$ cat config.mk
export PLATFORM = sky130hd
export DESIGN_NAME = dualport_ram_bec
export DESIGN_NICKNAME = d
export VERILOG_FILES = /design/src/rtl/dualport_ram_pkg.sv /design/src/rtl/dualport_ram_rdpipe.sv /design/src/rtl/dualport_ram_bec.sv
export SDC_FILE = /design/constraint.sdc
export NUM_CORES = 1
export LEC_CHECK = 0
export BUFFER_PORTS_ARGS = -buffer_cell sky130_fd_sc_hd__buf_2
export CAP_MARGIN = 20
export CORE_MARGIN = 5
export CORE_UTILIZATION = 35
export CTS_CLUSTER_DIAMETER = 200
export DETAILED_ROUTE_END_ITERATION = 16
export PLACE_DENSITY = 0.61
export RECOVER_POWER = 25
export SLEW_MARGIN = 30
export SYNTH_ARGS = -nofsm -noshare
export SYNTH_HDL_FRONTEND = slang
export SYNTH_SLANG_ARGS = --single-unit
$ cat constraint.sdc
create_clock -name clk -period 3 [get_ports clk]
set_input_delay 0.15 -clock clk [delete_from_list [all_inputs] [get_ports clk]]
set_output_delay 0.15 -clock clk [all_outputs]
set_load 0.005 [all_outputs]
$ cat src/rtl/dualport_ram_pkg.sv
// Shared types, collision-mode constants and byte-merge helper for the dual-port RAM.
package dualport_ram_pkg;

  typedef enum logic {CLR, IDLE} state_t;

  localparam int READ_FIRST  = 0;
  localparam int WRITE_FIRST = 1;

  // Widest word the merge helper handles; callers zero-extend and truncate.
  localparam int MAX_W = 512;

  function automatic logic [MAX_W-1:0] byte_merge(input logic [MAX_W-1:0]   old_w,
                                                  input logic [MAX_W-1:0]   new_w,
                                                  input logic [MAX_W/8-1:0] be);
    logic [MAX_W-1:0] r;
    for (int k = 0; k < MAX_W/8; k++)
      r[8*k +: 8] = be[k] ? new_w[8*k +: 8] : old_w[8*k +: 8];
    return r;
  endfunction

endpackage

$ cat src/rtl/dualport_ram_rdpipe.sv
// Read result pipeline: STAGES registers of data plus a valid shift register.
module dualport_ram_rdpipe #(
  parameter int WIDTH  = 16,
  parameter int STAGES = 1
) (
  input  logic             clk,
  input  logic             rst,
  input  logic             in_valid,
  input  logic [WIDTH-1:0] in_data,
  output logic [WIDTH-1:0] data_out,
  output logic             rd_valid
);

  logic [STAGES:1]            vld_pipe;
  logic [STAGES:1][WIDTH-1:0] dat_pipe;

  // Data stages only load behind a valid, so the last stage holds between reads.
  always_ff @(posedge clk or posedge rst) begin
    if (rst) begin
      vld_pipe <= '0;
      dat_pipe <= '0;
    end else begin
      vld_pipe[1] <= in_valid;
      if (in_valid) dat_pipe[1] <= in_data;
      for (int i = 2; i <= STAGES; i++) begin
        vld_pipe[i] <= vld_pipe[i-1];
        if (vld_pipe[i-1]) dat_pipe[i] <= dat_pipe[i-1];
      end
    end
  end

  assign data_out = dat_pipe[STAGES];
  assign rd_valid = vld_pipe[STAGES];

endmodule

$ cat src/rtl/dualport_ram_bec.sv
// One-write/one-read RAM with byte enables, selectable collision mode,
// configurable read latency and a background clear engine.
module dualport_ram_bec #(
  parameter int WIDTH       = 16,
  parameter int DEPTH       = 16,
  parameter int ADDR_W      = $clog2(DEPTH),
  parameter int RD_LATENCY  = 1,
  parameter int WRITE_FIRST = 0
) (
  input  logic               clk,
  input  logic               rst,
  input  logic               clear,
  output logic               busy,
  input  logic               write,
  input  logic [ADDR_W-1:0]  wr_addr,
  input  logic [WIDTH/8-1:0] wr_be,
  input  logic [WIDTH-1:0]   data_in,
  input  logic               read,
  input  logic [ADDR_W-1:0]  rd_addr,
  output logic [WIDTH-1:0]   data_out,
  output logic               rd_valid,
  output logic               addr_err
);
  import dualport_ram_pkg::*;

  localparam logic [ADDR_W:0]   DEPTH_X = (ADDR_W+1)'(DEPTH);
  localparam logic [ADDR_W-1:0] LAST    = ADDR_W'(DEPTH-1);

  state_t            state, state_nxt;
  logic [ADDR_W-1:0] ptr, ptr_nxt;
  logic [WIDTH-1:0]  mem [DEPTH];

  logic              wr_in_rng, rd_in_rng;
  logic              wr_en, rd_en, wr_oor, rd_oor, collide;
  logic [WIDTH-1:0]  wr_merged, rd_word;

  always_ff @(posedge clk or posedge rst) begin
    if (rst) begin
      state <= CLR;
      ptr   <= '0;
    end else begin
      state <= state_nxt;
      ptr   <= ptr_nxt;
    end
  end

  // A clear request during the sweep is dropped rather than restarting it.
  always_comb begin
    state_nxt = state;
    ptr_nxt   = ptr;
    case (state)
      CLR: begin
        ptr_nxt = ptr + ADDR_W'(1);
        if (ptr == LAST) begin
          state_nxt = IDLE;
          ptr_nxt   = '0;
        end
      end
      IDLE: if (clear) begin
        state_nxt = CLR;
        ptr_nxt   = '0;
      end
      default: state_nxt = CLR;
    endcase
  end

  assign busy      = (state == CLR);
  assign wr_in_rng = {1'b0, wr_addr} < DEPTH_X;
  assign rd_in_rng = {1'b0, rd_addr} < DEPTH_X;
  assign wr_en     = !busy && write && wr_in_rng;
  assign wr_oor    = !busy && write && !wr_in_rng;
  assign rd_en     = !busy && read;
  assign rd_oor    = !busy && read && !rd_in_rng;
  assign collide   = wr_en && (wr_addr == rd_addr);

  assign wr_merged = WIDTH'(byte_merge(MAX_W'(mem[wr_addr]), MAX_W'(data_in),
                                       (MAX_W/8)'(wr_be)));

  // Out-of-range reads still return a (zero) result so the valid count matches requests.
  always_comb begin
    rd_word = '0;
    if (rd_in_rng) begin
      if (WRITE_FIRST == dualport_ram_pkg::WRITE_FIRST && collide) rd_word = wr_merged;
      else                                                         rd_word = mem[rd_addr];
    end
  end

  // Array has no reset; the clear engine owns zeroing it.
  always_ff @(posedge clk) begin
    if (busy)       mem[ptr]     <= '0;
    else if (wr_en) mem[wr_addr] <= wr_merged;
  end

  always_ff @(posedge clk or posedge rst) begin
    if (rst)                  addr_err <= 1'b0;
    else if (!busy && clear)  addr_err <= 1'b0;
    else if (wr_oor || rd_oor) addr_err <= 1'b1;
  end

  dualport_ram_rdpipe #(
    .WIDTH  (WIDTH),
    .STAGES (RD_LATENCY)
  ) u_rdpipe (
    .clk      (clk),
    .rst      (rst),
    .in_valid (rd_en),
    .in_data  (rd_word),
    .data_out (data_out),
    .rd_valid (rd_valid)
  );

endmodule

==> report_table.html, run 1 <==
<table>
<tr><th>Metric</th><th>Value</th></tr>
<tr><th colspan="2">CTS</th></tr>
<tr><td>Setup Fix Bufs, Post-CTS</td><td>0</td></tr>
<tr><td>TritonCTS clock tree</td><td>built</td></tr>
<tr><td>Root Buffer Master</td><td>sky130_fd_sc_hd__clkbuf_16</td></tr>
<tr><td>Num CTS Buffers</td><td>27</td></tr>
<tr><td>Clock Latency Late Sink</td><td>between 0.5 and 0.6 ns</td></tr>
<tr><td>Clock H-tree levels</td><td>1</td></tr>
<tr><td>Number of instances resized during post-cts repair</td><td>0</td></tr>
<tr><td># hold bufs at CTS</td><td>2</td></tr>
<tr><td>Clock transition time at the flip-flop clock pins of the worst setup and hold paths</td><td>0.06 ns</td></tr>
<tr><td>CTS Buffer Depth</td><td>3</td></tr>
<tr><td>Clock Sink Count</td><td>~280</td></tr>
<tr><th colspan="2">Layout</th></tr>
<tr><td>Relative area change from synthesis to final layout</td><td>13.44%</td></tr>
<tr><td>Fin nets</td><td>between 800 and 900</td></tr>
<tr><td>Share of post-route cells with drive strength above 1</td><td>0.1459</td></tr>
<tr><td>Top library cells by usage in the layout, fill and taps aside</td><td>sky130_fd_sc_hd__edfxtp_1, sky130_fd_sc_hd__mux2i_1, sky130_fd_sc_hd__nand2_1</td></tr>
<tr><td>Most common cell after layout, fill and taps aside</td><td>sky130_fd_sc_hd__edfxtp_1</td></tr>
<tr><td>Number of inserted diodes</td><td>0</td></tr>
<tr><td>Final core utilization</td><td>0.4028</td></tr>
<tr><th colspan="2">Detailed routing</th></tr>
<tr><td>Antenna Violating Nets Remaining</td><td>0</td></tr>
<tr><td>Highest routed metal layer</td><td>met4</td></tr>
<tr><td>Residual DRC</td><td>0</td></tr>
<tr><td>M1 WL</td><td>about 11000 um</td></tr>
<tr><td>Average via count per standard cell</td><td>between 5 and 6</td></tr>
<tr><td>Wire length on met3</td><td>about 1100 um</td></tr>
<tr><td>Initial DRC count</td><td>between 400 and 500</td></tr>
<tr><td>Vias after detailed routing</td><td>a little over 6000</td></tr>
<tr><td>Detail Route met2 WL</td><td>11860 um</td></tr>
<tr><td>Routed wire per std cell</td><td>between 20 and 25 um</td></tr>
<tr><td>DRT Wirelength</td><td>between 20000 and 25000 um</td></tr>
<tr><td>1st-pass router iterations</td><td>5</td></tr>
<tr><th colspan="2">Yosys</th></tr>
<tr><td>Fraction of registers with async set or reset after synthesis</td><td>0.07914</td></tr>
<tr><td>Net count of the mapped netlist</td><td>~740</td></tr>
<tr><td>Share of the synthesized area in the top cell type</td><td>0.6843</td></tr>
<tr><td>Mapped Avg Cell Area</td><td>about 16 um^2</td></tr>
<tr><td>Sequential area share after synthesis</td><td>0.7333</td></tr>
<tr><td>Library cell occupying the most area in the post-synthesis netlist</td><td>sky130_fd_sc_hd__edfxtp_1</td></tr>
<tr><td>Ys flop type</td><td>sky130_fd_sc_hd__edfxtp_1</td></tr>
<tr><td>Synth Register Bits</td><td>about 280</td></tr>
<tr><td>Ys Warns</td><td>0</td></tr>
<tr><td>Post-synthesis instance area</td><td>about 11000 um^2</td></tr>
<tr><td>Number of synthesized flops with an enable pin</td><td>between 200 and 300</td></tr>
<tr><td>Synth area leaders</td><td>sky130_fd_sc_hd__edfxtp_1, sky130_fd_sc_hd__mux2i_1, sky130_fd_sc_hd__dfrtp_1</td></tr>
<tr><td>Library cells used by synthesis</td><td>33</td></tr>
<tr><td>Post-synthesis instance total</td><td>roughly 710</td></tr>
<tr><th colspan="2">STA</th></tr>
<tr><td>Max Slew Vio Count</td><td>23</td></tr>
<tr><td>RSZ-0062 raised after global routing</td><td>no</td></tr>
<tr><td>Largest clock skew in the final design</td><td>approximately 0.011 ns</td></tr>
<tr><td>Total Neg Setup Slack</td><td>0 ns</td></tr>
<tr><td>Number of setup violations in the final report</td><td>0</td></tr>
<tr><td>Hold violation count in the final report</td><td>0</td></tr>
<tr><td>Ratio of final minimum period to clock period</td><td>0.8179</td></tr>
<tr><td>Worst-Margin Slew</td><td>roughly 1.7 ns</td></tr>
<tr><td>Peak Freq</td><td>about 410 MHz</td></tr>
<tr><td>Relative slew slack</td><td>-0.1055</td></tr>
<tr><td>Tmin final</td><td>about 2.5 ns</td></tr>
<tr><th colspan="2">Job</th></tr>
<tr><td>Max-Cap Viols</td><td>1</td></tr>
<tr><th colspan="2">Min path</th></tr>
<tr><td>Cells on Worst Hold Path</td><td>5</td></tr>
<tr><td>Min-delay worst type</td><td>input pin to flip-flop</td></tr>
<tr><th colspan="2">Placement</th></tr>
<tr><td>Final RePlAce weighted congestion</td><td>0.7816</td></tr>
<tr><td>HPWL reported at the end of detailed placement</td><td>roughly 16000 um</td></tr>
<tr><td>Number of I/O port buffers</td><td>48</td></tr>
<tr><th colspan="2">Setup path</th></tr>
<tr><td>Slowest stage delay, CP</td><td>about 0.73 ns</td></tr>
<tr><td>Largest fanout of any net on the critical path</td><td>17</td></tr>
<tr><td>Critical-path cell with the highest stage delay</td><td>sky130_fd_sc_hd__nor2_1</td></tr>
<tr><td>Startpoint types</td><td>flip-flop</td></tr>
<tr><td>Type of the worst setup path</td><td>flip-flop to flip-flop</td></tr>
<tr><td>Gate family responsible for the most delay along the worst path</td><td>simple AND/OR/NAND/NOR gates</td></tr>
<tr><td>Critical path depth in cells</td><td>4</td></tr>
<tr><td>Number of buffer and inverter instances along the worst setup path</td><td>1</td></tr>
<tr><td>Cell chain of the critical path</td><td>o211a_1 &gt; buf_4 &gt; a31oi_4 &gt; nor2_1</td></tr>
<tr><td>Worst Setup End Kind</td><td>flip-flop</td></tr>
<tr><td>Required time worst endpoint</td><td>approximately 3.1 ns</td></tr>
<tr><td>Worst reg2reg path depth</td><td>4</td></tr>
<tr><td>Worst endpoint data arrival time</td><td>roughly 2.6 ns</td></tr>
<tr><th colspan="2">Floorplanning</th></tr>
<tr><td>Core Region</td><td>approximately 32000 um^2</td></tr>
<tr><td>Count of standard-cell rows</td><td>between 60 and 70</td></tr>
<tr><td>Die Y-Extent</td><td>189.2 um</td></tr>
<tr><td>Boundary pin count</td><td>50</td></tr>
<tr><td>Die width</td><td>between 150 and 200 um</td></tr>
<tr><td>Area enclosed by the die boundary</td><td>around 36000 um^2</td></tr>
<tr><td>Starting utilization of the core area</td><td>0.3551</td></tr>
<tr><th colspan="2">Global routing</th></tr>
<tr><td>Global-route total usage across every layer</td><td>0.1342</td></tr>
<tr><td>Vias in the first global route</td><td>around 6000</td></tr>
<tr><td>Total gr overflow</td><td>0</td></tr>
<tr><td>First-pass GRT wire length</td><td>37050 um</td></tr>
<tr><td>Maximum number of pins on one net before global-route repair</td><td>45</td></tr>
<tr><td>Antenna violations before repair</td><td>0</td></tr>
<tr><th colspan="2">Run status</th></tr>
<tr><td>Violations in the final reports</td><td>capacitance limit, slew limit</td></tr>
<tr><td>Status</td><td>finished with violations</td></tr>
<tr><th colspan="2">Power and ir drop</th></tr>
<tr><td>Pwr per Cell Area</td><td>~790 nW/um^2</td></tr>
<tr><td>Leakage Power</td><td>4.622 nW</td></tr>
<tr><td>Peak supply drop</td><td>0.4237 mV</td></tr>
</table>
==> cell type report <==
cell class	count	area, um^2
flip-flops and latches	278	8238
multi-input cells	384	2724
fillers	2819	18890
clock buffers	35	735.7
repair buffers	74	436.7
inverters	7	26.28
clock inverters	10	80.08
well taps	402	503.0
==> kinds of logic (layout without fill, tap and decap cells) <==
group / after synthesis / count (layout) / synth area share
buffers and inverters: 45 / 126 / 0.02462
muxes: 130 / 130 / 0.1174
AOI/OAI and AO/OA: 70 / 70 / 0.04656
other: 1 / 1 / 0.0003338
DFF: 278 / 278 / 0.7333
and+or+nand+nor: 182 / 182 / 0.07663
adders and majority gates: 1 / 1 / 0.001114
==> Yosys cell counts, types with 2 or more instances <==
cell type / number
sky130_fd_sc_hd__a21oi_1: 19
sky130_fd_sc_hd__a22oi_1: 35
sky130_fd_sc_hd__a31oi_4: 4
sky130_fd_sc_hd__and2_1: 17
sky130_fd_sc_hd__buf_2: 11
sky130_fd_sc_hd__buf_4: 11
sky130_fd_sc_hd__buf_6: 7
sky130_fd_sc_hd__clkbuf_1: 9
sky130_fd_sc_hd__dfrtp_1: 22
sky130_fd_sc_hd__edfxtp_1: 256
sky130_fd_sc_hd__inv_1: 7
sky130_fd_sc_hd__mux2i_1: 128
sky130_fd_sc_hd__nand2_1: 61
sky130_fd_sc_hd__nand2_2: 9
sky130_fd_sc_hd__nand2b_1: 2
sky130_fd_sc_hd__nand3_1: 39
sky130_fd_sc_hd__nand4_1: 13
sky130_fd_sc_hd__nor2_1: 35
sky130_fd_sc_hd__nor2b_1: 2
sky130_fd_sc_hd__nor3b_2: 2
sky130_fd_sc_hd__o21ai_0: 3
sky130_fd_sc_hd__o21ai_1: 2
sky130_fd_sc_hd__o22ai_1: 3
==> final timing paths <==
check,from,to,slack (ns)
worst max-delay path,state$_DFF_PP0_,mem[9][3]$_DFFE_PP_,0.55
worst min-delay path,rd_addr[3],u_rdpipe.data_out[10]$_DFFE_PP0P_,0.20
worst max register to register,state$_DFF_PP0_,mem[9][3]$_DFFE_PP_,0.55
worst min register to register,u_rdpipe.data_out[11]$_DFFE_PP0P_,u_rdpipe.data_out[11]$_DFFE_PP0P_,0.48
max in group asynchronous,rst,u_rdpipe.data_out[2]$_DFFE_PP0P_,1.28
min in group asynchronous,rst,state$_DFF_PP0_,0.74
==> report_power, final <==
part | switching [W] | total [W] | internal (W)
Clock | 0.00132 | 0.00312 | 0.00180
Sequential | 0.000236 | 0.00530 | 0.00507
Combinational | 0.00112 | 0.00165 | 0.000529
Total | 0.00268 | 0.0101 | 0.00740
==> routing by layer <==
| metal | track usage | vias up |
|---|---|---|
| li1 | - | 2816 |
| met1 | 0.1822 | 3030 |
| met2 | 0.2257 | 144 |
| met3 | 0.01844 | 48 |
| met4 | 0.04092 | 0 |
| met5 | 0 | - |
==> worst reg2reg max path: stages, from the launching register on <==
cell                      delay, ns
sky130_fd_sc_hd__dfrtp_1       0.34
sky130_fd_sc_hd__o211a_1       0.44
sky130_fd_sc_hd__buf_4         0.35
sky130_fd_sc_hd__a31oi_4       0.21
sky130_fd_sc_hd__nor2_1        0.73
==> stage by stage <==
stage | setup slack, ns | power, W | area (um^2) | cells | hold WS, ns
3_3_place_gp | 0.5745 | 0.007038 | 11930 | 1143 | 0.2452
5_1_grt | 0.3628 | 0.01054 | 12740 | 1190 | 0.2355
6_report | 0.5463 | 0.01008 | 12740 | 1190 | 0.2013
3_5_place_dp | 0.5243 | 0.007079 | 11930 | 1143 | 0.2480
2_1_floorplan | 1.122 | 0.006408 | 11230 | 707 | 0.1392
4_1_cts | 0.5079 | 0.01019 | 12770 | 1190 | 0.09454
==> registers in the layout (all words and copies together), names as in the netlist <==
register,cells
u_rdpipe.data_out,16
u_rdpipe.rd_valid,1
mem,256
state,1
ptr,4
(Power assumes the default switching activity.)
==> inputs of run 2 (changes only) <==
- clock period: 3 -> 2.46 ns (I/O delays scaled with it)
==> run 2 against run 1 <==
  * The flow still finishes with violations (capacitance limit, slew limit)
  * Count of clock-buffer cells in the layout decreased by 4
  * Sequential power increased by 22%
  * Flip-flop and latch count unchanged
  * Critical endpoint is now mem[14][3]$_DFFE_PP_
  * Largest cell class unchanged
==> report_table.html, run 2 (synthesized netlist as in run 1, its figures left out) <==
<table>
<tr><th>Metric</th><th>Value</th></tr>
<tr><th colspan="2">STA</th></tr>
<tr><td>Hold violation count in the final report</td><td>0 (unchanged)</td></tr>
<tr><td>Largest clock skew in the final design</td><td>0.01018 ns (-0.0007228 ns)</td></tr>
<tr><td>Relative slew slack</td><td>-0.1335 (-0.02796)</td></tr>
<tr><td>Number of setup violations in the final report</td><td>0 (unchanged)</td></tr>
<tr><td>Peak Freq</td><td>446.1 MHz (+9.5%)</td></tr>
<tr><td>RSZ-0062 raised after global routing</td><td>no</td></tr>
<tr><td>Tmin final</td><td>2.242 ns (-0.2121 ns)</td></tr>
<tr><td>Max Slew Vio Count</td><td>23 (unchanged)</td></tr>
<tr><td>Worst-Margin Slew</td><td>1.700 ns (+0.04195 ns)</td></tr>
<tr><td>Total Neg Setup Slack</td><td>0 ns (unchanged)</td></tr>
<tr><td>Ratio of final minimum period to clock period</td><td>0.9112 (+0.09331)</td></tr>
<tr><td>Slack of the critical path</td><td>0.2184 ns (-0.3279 ns)</td></tr>
<tr><th colspan="2">Min path</th></tr>
<tr><td>Hold Path End</td><td>u_rdpipe.data_out[11]$_DFFE_PP0P_</td></tr>
<tr><td>Cells on Worst Hold Path</td><td>5 (unchanged)</td></tr>
<tr><td>Min-delay worst type</td><td>input pin to flip-flop</td></tr>
<tr><td>Hold Path Origin</td><td>rd_addr[3]</td></tr>
<tr><th colspan="2">Power and ir drop</th></tr>
<tr><td>Pwr per Cell Area</td><td>973.7 nW/um^2 (+23%)</td></tr>
<tr><td>Leakage Power</td><td>4.709 nW (+1.9%)</td></tr>
<tr><td>Peak supply drop</td><td>0.5956 mV (+41%)</td></tr>
<tr><th colspan="2">Floorplanning</th></tr>
<tr><td>Core Region</td><td>31640 um^2 (unchanged)</td></tr>
<tr><td>Starting utilization of the core area</td><td>0.3551 (unchanged)</td></tr>
<tr><td>Area enclosed by the die boundary</td><td>35780 um^2 (unchanged)</td></tr>
<tr><td>Die Y-Extent</td><td>189.2 um (unchanged)</td></tr>
<tr><td>Count of standard-cell rows</td><td>65 (unchanged)</td></tr>
<tr><td>Die width</td><td>189.2 um (unchanged)</td></tr>
<tr><td>Boundary pin count</td><td>50 (unchanged)</td></tr>
<tr><th colspan="2">Placement</th></tr>
<tr><td>HPWL reported at the end of detailed placement</td><td>16640 um (+4.5%)</td></tr>
<tr><td>Worst slack after detailed placement</td><td>0.2120 ns (-0.3122 ns)</td></tr>
<tr><td>Final RePlAce weighted congestion</td><td>0.7932 (+1.5%)</td></tr>
<tr><td>Number of I/O port buffers</td><td>48 (unchanged)</td></tr>
<tr><th colspan="2">Detailed routing</th></tr>
<tr><td>1st-pass router iterations</td><td>5 (unchanged)</td></tr>
<tr><td>Routed wire per std cell</td><td>20.69 um (+1.5%)</td></tr>
<tr><td>Initial DRC count</td><td>505 (+23%)</td></tr>
<tr><td>DRT Wirelength</td><td>24850 um (+2.4%)</td></tr>
<tr><td>Residual DRC</td><td>0 (unchanged)</td></tr>
<tr><td>Detail Route met2 WL</td><td>12170 um (+2.6%)</td></tr>
<tr><td>Vias after detailed routing</td><td>6011 (-0.45%)</td></tr>
<tr><td>M1 WL</td><td>11360 um (+5.8%)</td></tr>
<tr><td>Wire length on met3</td><td>902 um (-15%)</td></tr>
<tr><td>Average via count per standard cell</td><td>5.005 (-1.4%)</td></tr>
<tr><td>Antenna Violating Nets Remaining</td><td>0 (unchanged)</td></tr>
<tr><td>Highest routed metal layer</td><td>met4</td></tr>
<tr><th colspan="2">Setup path</th></tr>
<tr><td>Worst reg2reg endpoint</td><td>mem[14][3]$_DFFE_PP_</td></tr>
<tr><td>Type of the worst setup path</td><td>flip-flop to flip-flop</td></tr>
<tr><td>Worst endpoint data arrival time</td><td>2.39 ns (-0.20 ns)</td></tr>
<tr><td>Startpoint types</td><td>flip-flop</td></tr>
<tr><td>Start point of the critical path</td><td>state$_DFF_PP0_</td></tr>
<tr><td>Setup slack of the worst register-to-register path</td><td>0.22 ns (-0.33 ns)</td></tr>
<tr><td>Required time worst endpoint</td><td>2.61 ns (-0.53 ns)</td></tr>
<tr><td>Worst Setup End Kind</td><td>flip-flop</td></tr>
<tr><td>Reg2Reg Launch Point</td><td>state$_DFF_PP0_</td></tr>
<tr><td>Largest fanout of any net on the critical path</td><td>17 (unchanged)</td></tr>
<tr><td>Worst reg2reg path depth</td><td>5 (+1)</td></tr>
<tr><th colspan="2">CTS</th></tr>
<tr><td>Setup Fix Bufs, Post-CTS</td><td>0 (unchanged)</td></tr>
<tr><td>Number of instances resized during post-cts repair</td><td>0 (unchanged)</td></tr>
<tr><td>TritonCTS clock tree</td><td>built</td></tr>
<tr><td>Clock Sink Count</td><td>278 (unchanged)</td></tr>
<tr><td>Num CTS Buffers</td><td>26 (-3.7%)</td></tr>
<tr><td>Clock transition time at the flip-flop clock pins of the worst setup and hold paths</td><td>0.06 ns (about the same)</td></tr>
<tr><td>Clock H-tree levels</td><td>1 (unchanged)</td></tr>
<tr><td>CTS Buffer Depth</td><td>3 (unchanged)</td></tr>
<tr><td>Root Buffer Master</td><td>sky130_fd_sc_hd__clkbuf_16</td></tr>
<tr><td>Clock Latency Late Sink</td><td>0.52 ns (about the same)</td></tr>
<tr><th colspan="2">Layout</th></tr>
<tr><td>Max FFs per register</td><td>256 (unchanged)</td></tr>
<tr><td>Share of post-route cells with drive strength above 1</td><td>0.1602 (+0.01426)</td></tr>
<tr><td>Number of inserted diodes</td><td>0 (unchanged)</td></tr>
<tr><td>Fin nets</td><td>814 (+1.2%)</td></tr>
<tr><td>Register with the highest flop count</td><td>mem</td></tr>
<tr><td>Relative area change from synthesis to final layout</td><td>14.66%</td></tr>
<tr><td>Most common cell after layout, fill and taps aside</td><td>sky130_fd_sc_hd__edfxtp_1</td></tr>
<tr><td>Top library cells by usage in the layout, fill and taps aside</td><td>sky130_fd_sc_hd__edfxtp_1, sky130_fd_sc_hd__mux2i_1, sky130_fd_sc_hd__nand2_1</td></tr>
<tr><th colspan="2">Global routing</th></tr>
<tr><td>Total gr overflow</td><td>0 (unchanged)</td></tr>
<tr><td>Maximum number of pins on one net before global-route repair</td><td>37 (-18%)</td></tr>
<tr><td>Global-route total usage across every layer</td><td>0.1390 (+0.004744)</td></tr>
<tr><td>Antenna violations before repair</td><td>0 (unchanged)</td></tr>
<tr><td>First-pass GRT wire length</td><td>38050 um (+2.7%)</td></tr>
<tr><td>Vias in the first global route</td><td>6316 (+4.8%)</td></tr>
<tr><th colspan="2">Job</th></tr>
<tr><td>Max-Cap Viols</td><td>1 (unchanged)</td></tr>
<tr><th colspan="2">Run status</th></tr>
<tr><td>Violations in the final reports</td><td>capacitance limit, slew limit</td></tr>
<tr><td>Status</td><td>finished with violations</td></tr>
</table>
==> run 2: worst max-delay path: stages (launching register included) <==
cell and delay [ns]:
sky130_fd_sc_hd__dfrtp_1 0.34, sky130_fd_sc_hd__o211a_1 0.25, sky130_fd_sc_hd__buf_4 0.30, sky130_fd_sc_hd__mux2_4 0.24
sky130_fd_sc_hd__nand2_2 0.10, sky130_fd_sc_hd__nor2_1 0.64
==> run 2: layout make-up <==
class                           instances  area, um^2
Clock buffer                           31       690.7
Clock inverter                         14       162.7
Fill cell                            2834       18760
Inverter                                7       26.28
Multi-Input combinational cell        384        2726
Sequential cell                       278        8238
Tap cell                              402       503.0
Timing Repair Buffer                   85       533.0
==> run 2: where the power goes <==
part,internal (W),switching [W]
Clock,0.00240,0.00162
Sequential,0.00618,0.000283
Combinational,0.000677,0.00138
Total,0.00926,0.00328
==> run 2: how the worst max path moves through the flow <==
stage	end	slack (ns)	cells past startpoint
finish	mem[14][3]$_DFFE_PP_	0.22	5
global route	mem[6][9]$_DFFE_PP_	0.08	3
CTS	mem[14][3]$_DFFE_PP_	0.22	5
detailed placement	mem[14][0]$_DFFE_PP_	0.21	5
global placement	mem[14][3]$_DFFE_PP_	0.30	5
floorplan	mem[10][10]$_DFFE_PP_	0.58	6
==> run 2: routing by layer <==
layer  GRT usage  vias up
met5           0        -
met4     0.03475        0
met3     0.01420       29
met2      0.2340      140
met1      0.1950     3007
li1            -     2835
==> run 2: metrics by stage <==
stage,cell area (um^2),hold WS (ns),total power (W),utilization,cells
after floorplan,11230,0.1122,0.007814,-,707
after global placement,12030,0.2139,0.008620,0.3802,1154
after CTS,12900,0.07074,0.01267,0.4078,1201
after detailed placement,12030,0.2183,0.008668,0.3802,1154
after global routing,12880,0.2053,0.01311,0.4071,1201
final,12880,0.1654,0.01254,0.4071,1201
==> run 2: timing repair <==
item | 4_1_cts | 5_1_grt
endpoints found under the setup margin | 0 | 0
hold endpoints to repair | 26 | 0
hold buffers | 2 | 0
==> inputs of run 3 (changes only) <==
- ABC_AREA: default -> 1
==> run 3 against run 2 <==
  * The flow now finishes without violations
  * Final area increased by 5.0%
  * Fmax increased by 11%
  * Sequential share of layout area fell by 3.0 points
  * Clock skew up 0.0057 ns
  * Core utilization is 0.96 points higher
  * Via count grew 27%
  * Critical endpoint is now mem[7][0]$_DFFE_PP_
  * Largest cell class unchanged
==> report_table.html, run 3 <==
<table>
<tr><th>Metric</th><th>Value</th></tr>
<tr><th colspan="2">Run status</th></tr>
<tr><td>Status</td><td>finished, final reports clean</td></tr>
<tr><th colspan="2">Setup path</th></tr>
<tr><td>Setup slack of the worst register-to-register path</td><td>0.43 ns (+0.21 ns)</td></tr>
<tr><td>Largest fanout of any net on the critical path</td><td>16 (-1)</td></tr>
<tr><td>Required time worst endpoint</td><td>2.74 ns (+0.13 ns)</td></tr>
<tr><td>Worst Setup End Kind</td><td>flip-flop</td></tr>
<tr><td>Worst endpoint data arrival time</td><td>2.31 ns (-0.08 ns)</td></tr>
<tr><td>Worst reg2reg endpoint</td><td>mem[7][0]$_DFFE_PP_</td></tr>
<tr><td>Type of the worst setup path</td><td>flip-flop to flip-flop</td></tr>
<tr><td>Reg2Reg Launch Point</td><td>state$_DFF_PP0_</td></tr>
<tr><td>Worst reg2reg path depth</td><td>5 (unchanged)</td></tr>
<tr><td>Startpoint types</td><td>flip-flop</td></tr>
<tr><th colspan="2">Power and ir drop</th></tr>
<tr><td>Share of total power in the clock network</td><td>0.332 (+0.011)</td></tr>
<tr><td>Peak supply drop</td><td>0.5419 mV (-9.0%)</td></tr>
<tr><td>Internal Dissipation</td><td>0.009820 W (+6.1%)</td></tr>
<tr><td>Net switching component of the power</td><td>0.003745 W (+14%)</td></tr>
<tr><td>Leakage Power</td><td>5.407 nW (+15%)</td></tr>
<tr><td>Net switching fraction of the power</td><td>0.2761 (+0.01417)</td></tr>
<tr><td>Seq pwr share</td><td>0.485 (-0.030)</td></tr>
<tr><td>Power share of the combinational group</td><td>0.182 (+0.018)</td></tr>
<tr><td>Total power after layout</td><td>0.01357 W (+8.2%)</td></tr>
<tr><td>Pwr per Cell Area</td><td>1003 nW/um^2 (+3.0%)</td></tr>
<tr><th colspan="2">STA</th></tr>
<tr><td>Relative slew slack</td><td>0.4018 (+0.5353)</td></tr>
<tr><td>RSZ-0062 raised after global routing</td><td>no</td></tr>
<tr><td>Number of setup violations in the final report</td><td>0 (unchanged)</td></tr>
<tr><td>Max Slew Vio Count</td><td>0 (-100%)</td></tr>
<tr><td>Peak Freq</td><td>493.1 MHz (+11%)</td></tr>
<tr><td>Worst-Margin Slew</td><td>0.8963 ns (-0.8040 ns)</td></tr>
<tr><td>Largest clock skew in the final design</td><td>0.01585 ns (+0.005674 ns)</td></tr>
<tr><td>Hold violation count in the final report</td><td>0 (unchanged)</td></tr>
<tr><td>Ratio of final minimum period to clock period</td><td>0.8244 (-0.08678)</td></tr>
<tr><td>Total Neg Setup Slack</td><td>0 ns (unchanged)</td></tr>
<tr><td>Tmin final</td><td>2.028 ns (-0.2135 ns)</td></tr>
<tr><th colspan="2">Detailed routing</th></tr>
<tr><td>Antenna Violating Nets Remaining</td><td>0 (unchanged)</td></tr>
<tr><td>Vias after detailed routing</td><td>7664 (+27%)</td></tr>
<tr><td>1st-pass router iterations</td><td>5 (unchanged)</td></tr>
<tr><td>Initial DRC count</td><td>711 (+41%)</td></tr>
<tr><td>Residual DRC</td><td>0 (unchanged)</td></tr>
<tr><td>Average via count per standard cell</td><td>4.799 (-4.1%)</td></tr>
<tr><td>DRT Wirelength</td><td>28080 um (+13%)</td></tr>
<tr><td>Routed wire per std cell</td><td>17.58 um (-15%)</td></tr>
<tr><th colspan="2">Layout</th></tr>
<tr><td>Most common cell after layout, fill and taps aside</td><td>sky130_fd_sc_hd__nand2_1</td></tr>
<tr><td>Fin nets</td><td>1164 (+43%)</td></tr>
<tr><td>Final core utilization</td><td>0.4167 (+0.009605)</td></tr>
<tr><td>Max FFs per register</td><td>256 (unchanged)</td></tr>
<tr><td>Number of inserted diodes</td><td>0 (unchanged)</td></tr>
<tr><td>Relative area change from synthesis to final layout</td><td>17.71%</td></tr>
<tr><td>Share of post-route cells with drive strength above 1</td><td>0.1359 (-0.02427)</td></tr>
<tr><td>Register with the highest flop count</td><td>mem</td></tr>
<tr><td>Top library cells by usage in the layout, fill and taps aside</td><td>sky130_fd_sc_hd__nand2_1, sky130_fd_sc_hd__edfxtp_1, sky130_fd_sc_hd__nand3_1</td></tr>
<tr><th colspan="2">CTS</th></tr>
<tr><td>CTS Buffer Depth</td><td>3 (unchanged)</td></tr>
<tr><td>Clock transition time at the flip-flop clock pins of the worst setup and hold paths</td><td>0.06 ns (about the same)</td></tr>
<tr><td>Clock H-tree levels</td><td>1 (unchanged)</td></tr>
<tr><td>Num CTS Buffers</td><td>29 (+12%)</td></tr>
<tr><td>Root Buffer Master</td><td>sky130_fd_sc_hd__clkbuf_16</td></tr>
<tr><td>Number of instances resized during post-cts repair</td><td>0 (unchanged)</td></tr>
<tr><td>Clock Latency Late Sink</td><td>0.55 ns (+0.03 ns)</td></tr>
<tr><td>Clock Sink Count</td><td>278 (unchanged)</td></tr>
<tr><td>TritonCTS clock tree</td><td>built</td></tr>
<tr><th colspan="2">Global routing</th></tr>
<tr><td>Total gr overflow</td><td>0 (unchanged)</td></tr>
<tr><td>Global-route total usage across every layer</td><td>0.1533 (+0.01434)</td></tr>
<tr><td>Vias in the first global route</td><td>7833 (+24%)</td></tr>
<tr><td>First-pass GRT wire length</td><td>43360 um (+14%)</td></tr>
<tr><td>Antenna violations before repair</td><td>0 (unchanged)</td></tr>
<tr><td>Maximum number of pins on one net before global-route repair</td><td>68 (+84%)</td></tr>
<tr><th colspan="2">Yosys</th></tr>
<tr><td>Fraction of registers with async set or reset after synthesis</td><td>0.07914 (unchanged)</td></tr>
<tr><td>Ys flop type</td><td>sky130_fd_sc_hd__edfxtp_1</td></tr>
<tr><td>Share of the synthesized area in the top cell type</td><td>0.6691 (-0.01528)</td></tr>
<tr><td>Most used standard cells in the synthesized netlist</td><td>sky130_fd_sc_hd__nand2_1, sky130_fd_sc_hd__edfxtp_1, sky130_fd_sc_hd__nand3_1</td></tr>
<tr><td>Library cell occupying the most area in the post-synthesis netlist</td><td>sky130_fd_sc_hd__edfxtp_1</td></tr>
<tr><td>Post-synthesis instance area</td><td>11490 um^2 (+2.3%)</td></tr>
<tr><td>Ys Warns</td><td>0 (unchanged)</td></tr>
<tr><td>Synth area leaders</td><td>sky130_fd_sc_hd__edfxtp_1, sky130_fd_sc_hd__nand2_1, sky130_fd_sc_hd__nand3_1</td></tr>
<tr><td>Library cells used by synthesis</td><td>23 (-30%)</td></tr>
<tr><td>Mapped Avg Cell Area</td><td>10.95 um^2 (-31%)</td></tr>
<tr><td>Post-synthesis instance total</td><td>1049 (+48%)</td></tr>
<tr><td>Synth Register Bits</td><td>278 (unchanged)</td></tr>
<tr><td>Net count of the mapped netlist</td><td>1081 (+46%)</td></tr>
<tr><td>Most common cell in the synthesized netlist</td><td>sky130_fd_sc_hd__nand2_1</td></tr>
<tr><td>Number of synthesized flops with an enable pin</td><td>256 (unchanged)</td></tr>
<tr><td>Sequential area share after synthesis</td><td>0.7170 (-0.01637)</td></tr>
<tr><th colspan="2">Min path</th></tr>
<tr><td>Cells on Worst Hold Path</td><td>5 (unchanged)</td></tr>
<tr><td>Hold Path Origin</td><td>read</td></tr>
<tr><td>Hold Path End</td><td>u_rdpipe.data_out[13]$_DFFE_PP0P_</td></tr>
<tr><td>Min-delay worst type</td><td>input pin to flip-flop</td></tr>
<tr><th colspan="2">Placement</th></tr>
<tr><td>Final RePlAce weighted congestion</td><td>0.8777 (+11%)</td></tr>
<tr><td>HPWL reported at the end of detailed placement</td><td>18320 um (+10%)</td></tr>
<tr><td>Number of I/O port buffers</td><td>48 (unchanged)</td></tr>
<tr><th colspan="2">Floorplanning</th></tr>
<tr><td>Count of standard-cell rows</td><td>66 (+1.5%)</td></tr>
<tr><td>Die width</td><td>191.2 um (+1.1%)</td></tr>
<tr><td>Boundary pin count</td><td>50 (unchanged)</td></tr>
<tr><td>Die Y-Extent</td><td>191.2 um (+1.1%)</td></tr>
<tr><td>Core Region</td><td>32450 um^2 (+2.6%)</td></tr>
<tr><td>Starting utilization of the core area</td><td>0.3540 (-0.001036)</td></tr>
<tr><td>Area enclosed by the die boundary</td><td>36550 um^2 (+2.2%)</td></tr>
<tr><th colspan="2">Job</th></tr>
<tr><td>Max-Cap Viols</td><td>0 (-1)</td></tr>
</table>
run 3: cell types whose count changed after synthesis, sizes merged, moves of 15 or more:
cell / change
nand3: +154
buf: +15
nand2: +341
nor2: +25
a22oi: -35
a21oi: -16
inv: +27
and2: -17
mux2i: -129
run 3: cell families (layout without fill, tap and decap cells):
kind of cell	count (synthesis)	count (layout)	share of synthesized area
xor gates and xnor gates	2	2	0.001525
and+or+nand+nor	665	665	0.2404
other	1	1	0.0003264
AOI/OAI and AO/OA	10	10	0.005879
buffers and inverters	92	198	0.03376
DFF	278	278	0.7170
adders and majority gates	1	1	0.001089
run 3: critical path, cell delays in order, from the launching register on:
cell and delay [ns]:
sky130_fd_sc_hd__dfrtp_1 0.41, sky130_fd_sc_hd__nand2_1 0.11, sky130_fd_sc_hd__nor2_4 0.24, sky130_fd_sc_hd__inv_1 0.38, sky130_fd_sc_hd__nor2_1 0.19, sky130_fd_sc_hd__clkbuf_2 0.41
run 3: cell type report:
type,instances,area (um^2)
clock buffers,43,868.3
clock inverters,11,138.9
fillers,3103,18930
inverters,35,133.9
multi-input cells,679,2861
flip-flops and latches,278,8238
well taps,442,553.0
repair buffers,109,730.7
run 3: through the flow:
stage,area [um^2],std cells,setup slack (ns),hold WS (ns)
after floorplan,11490,1049,0.5547,0.1122
after global placement,12540,1541,0.5293,0.3389
after detailed placement,12540,1541,0.5193,0.3460
after CTS,13560,1597,0.5069,0.1086
after global routing,13520,1597,0.2796,0.1345
final,13520,1597,0.4319,0.1273
run 3: how the worst max path moves through the flow:
stage,endpoint,cells after the start,start
after floorplan,mem[4][0]$_DFFE_PP_,8,state$_DFF_PP0_
after global placement,mem[13][7]$_DFFE_PP_,9,state$_DFF_PP0_
after detailed placement,mem[13][14]$_DFFE_PP_,9,state$_DFF_PP0_
after CTS,mem[13][13]$_DFFE_PP_,9,state$_DFF_PP0_
after global routing,mem[1][13]$_DFFE_PP_,5,state$_DFF_PP0_
final,mem[7][0]$_DFFE_PP_,5,state$_DFF_PP0_
run 3: power groups by stage:
stage	Combinational, W	Clock [W]	Sequential [W]
after floorplan	0.00146	0	0.00663
after global placement	0.00248	0	0.00666
after detailed placement	0.00252	0	0.00667
after CTS	0.00253	0.00458	0.00658
after global routing	0.00275	0.00480	0.00667
final	0.00247	0.00451	0.00658
run 3: repair_timing:
action | in CTS | in global routing
hold buffers | 2 | 0
hold endpoints to repair | 27 | 0
buffers inserted | 0 | 0
run 3: layer usage:
layer	GRT usage	up-vias	share of wire
met1	0.1959	3692	0.42
li1	-	3716	-
met5	0	-	0
met3	0.02064	36	0.052
met2	0.2783	220	0.51
met4	0.03398	0	0.018
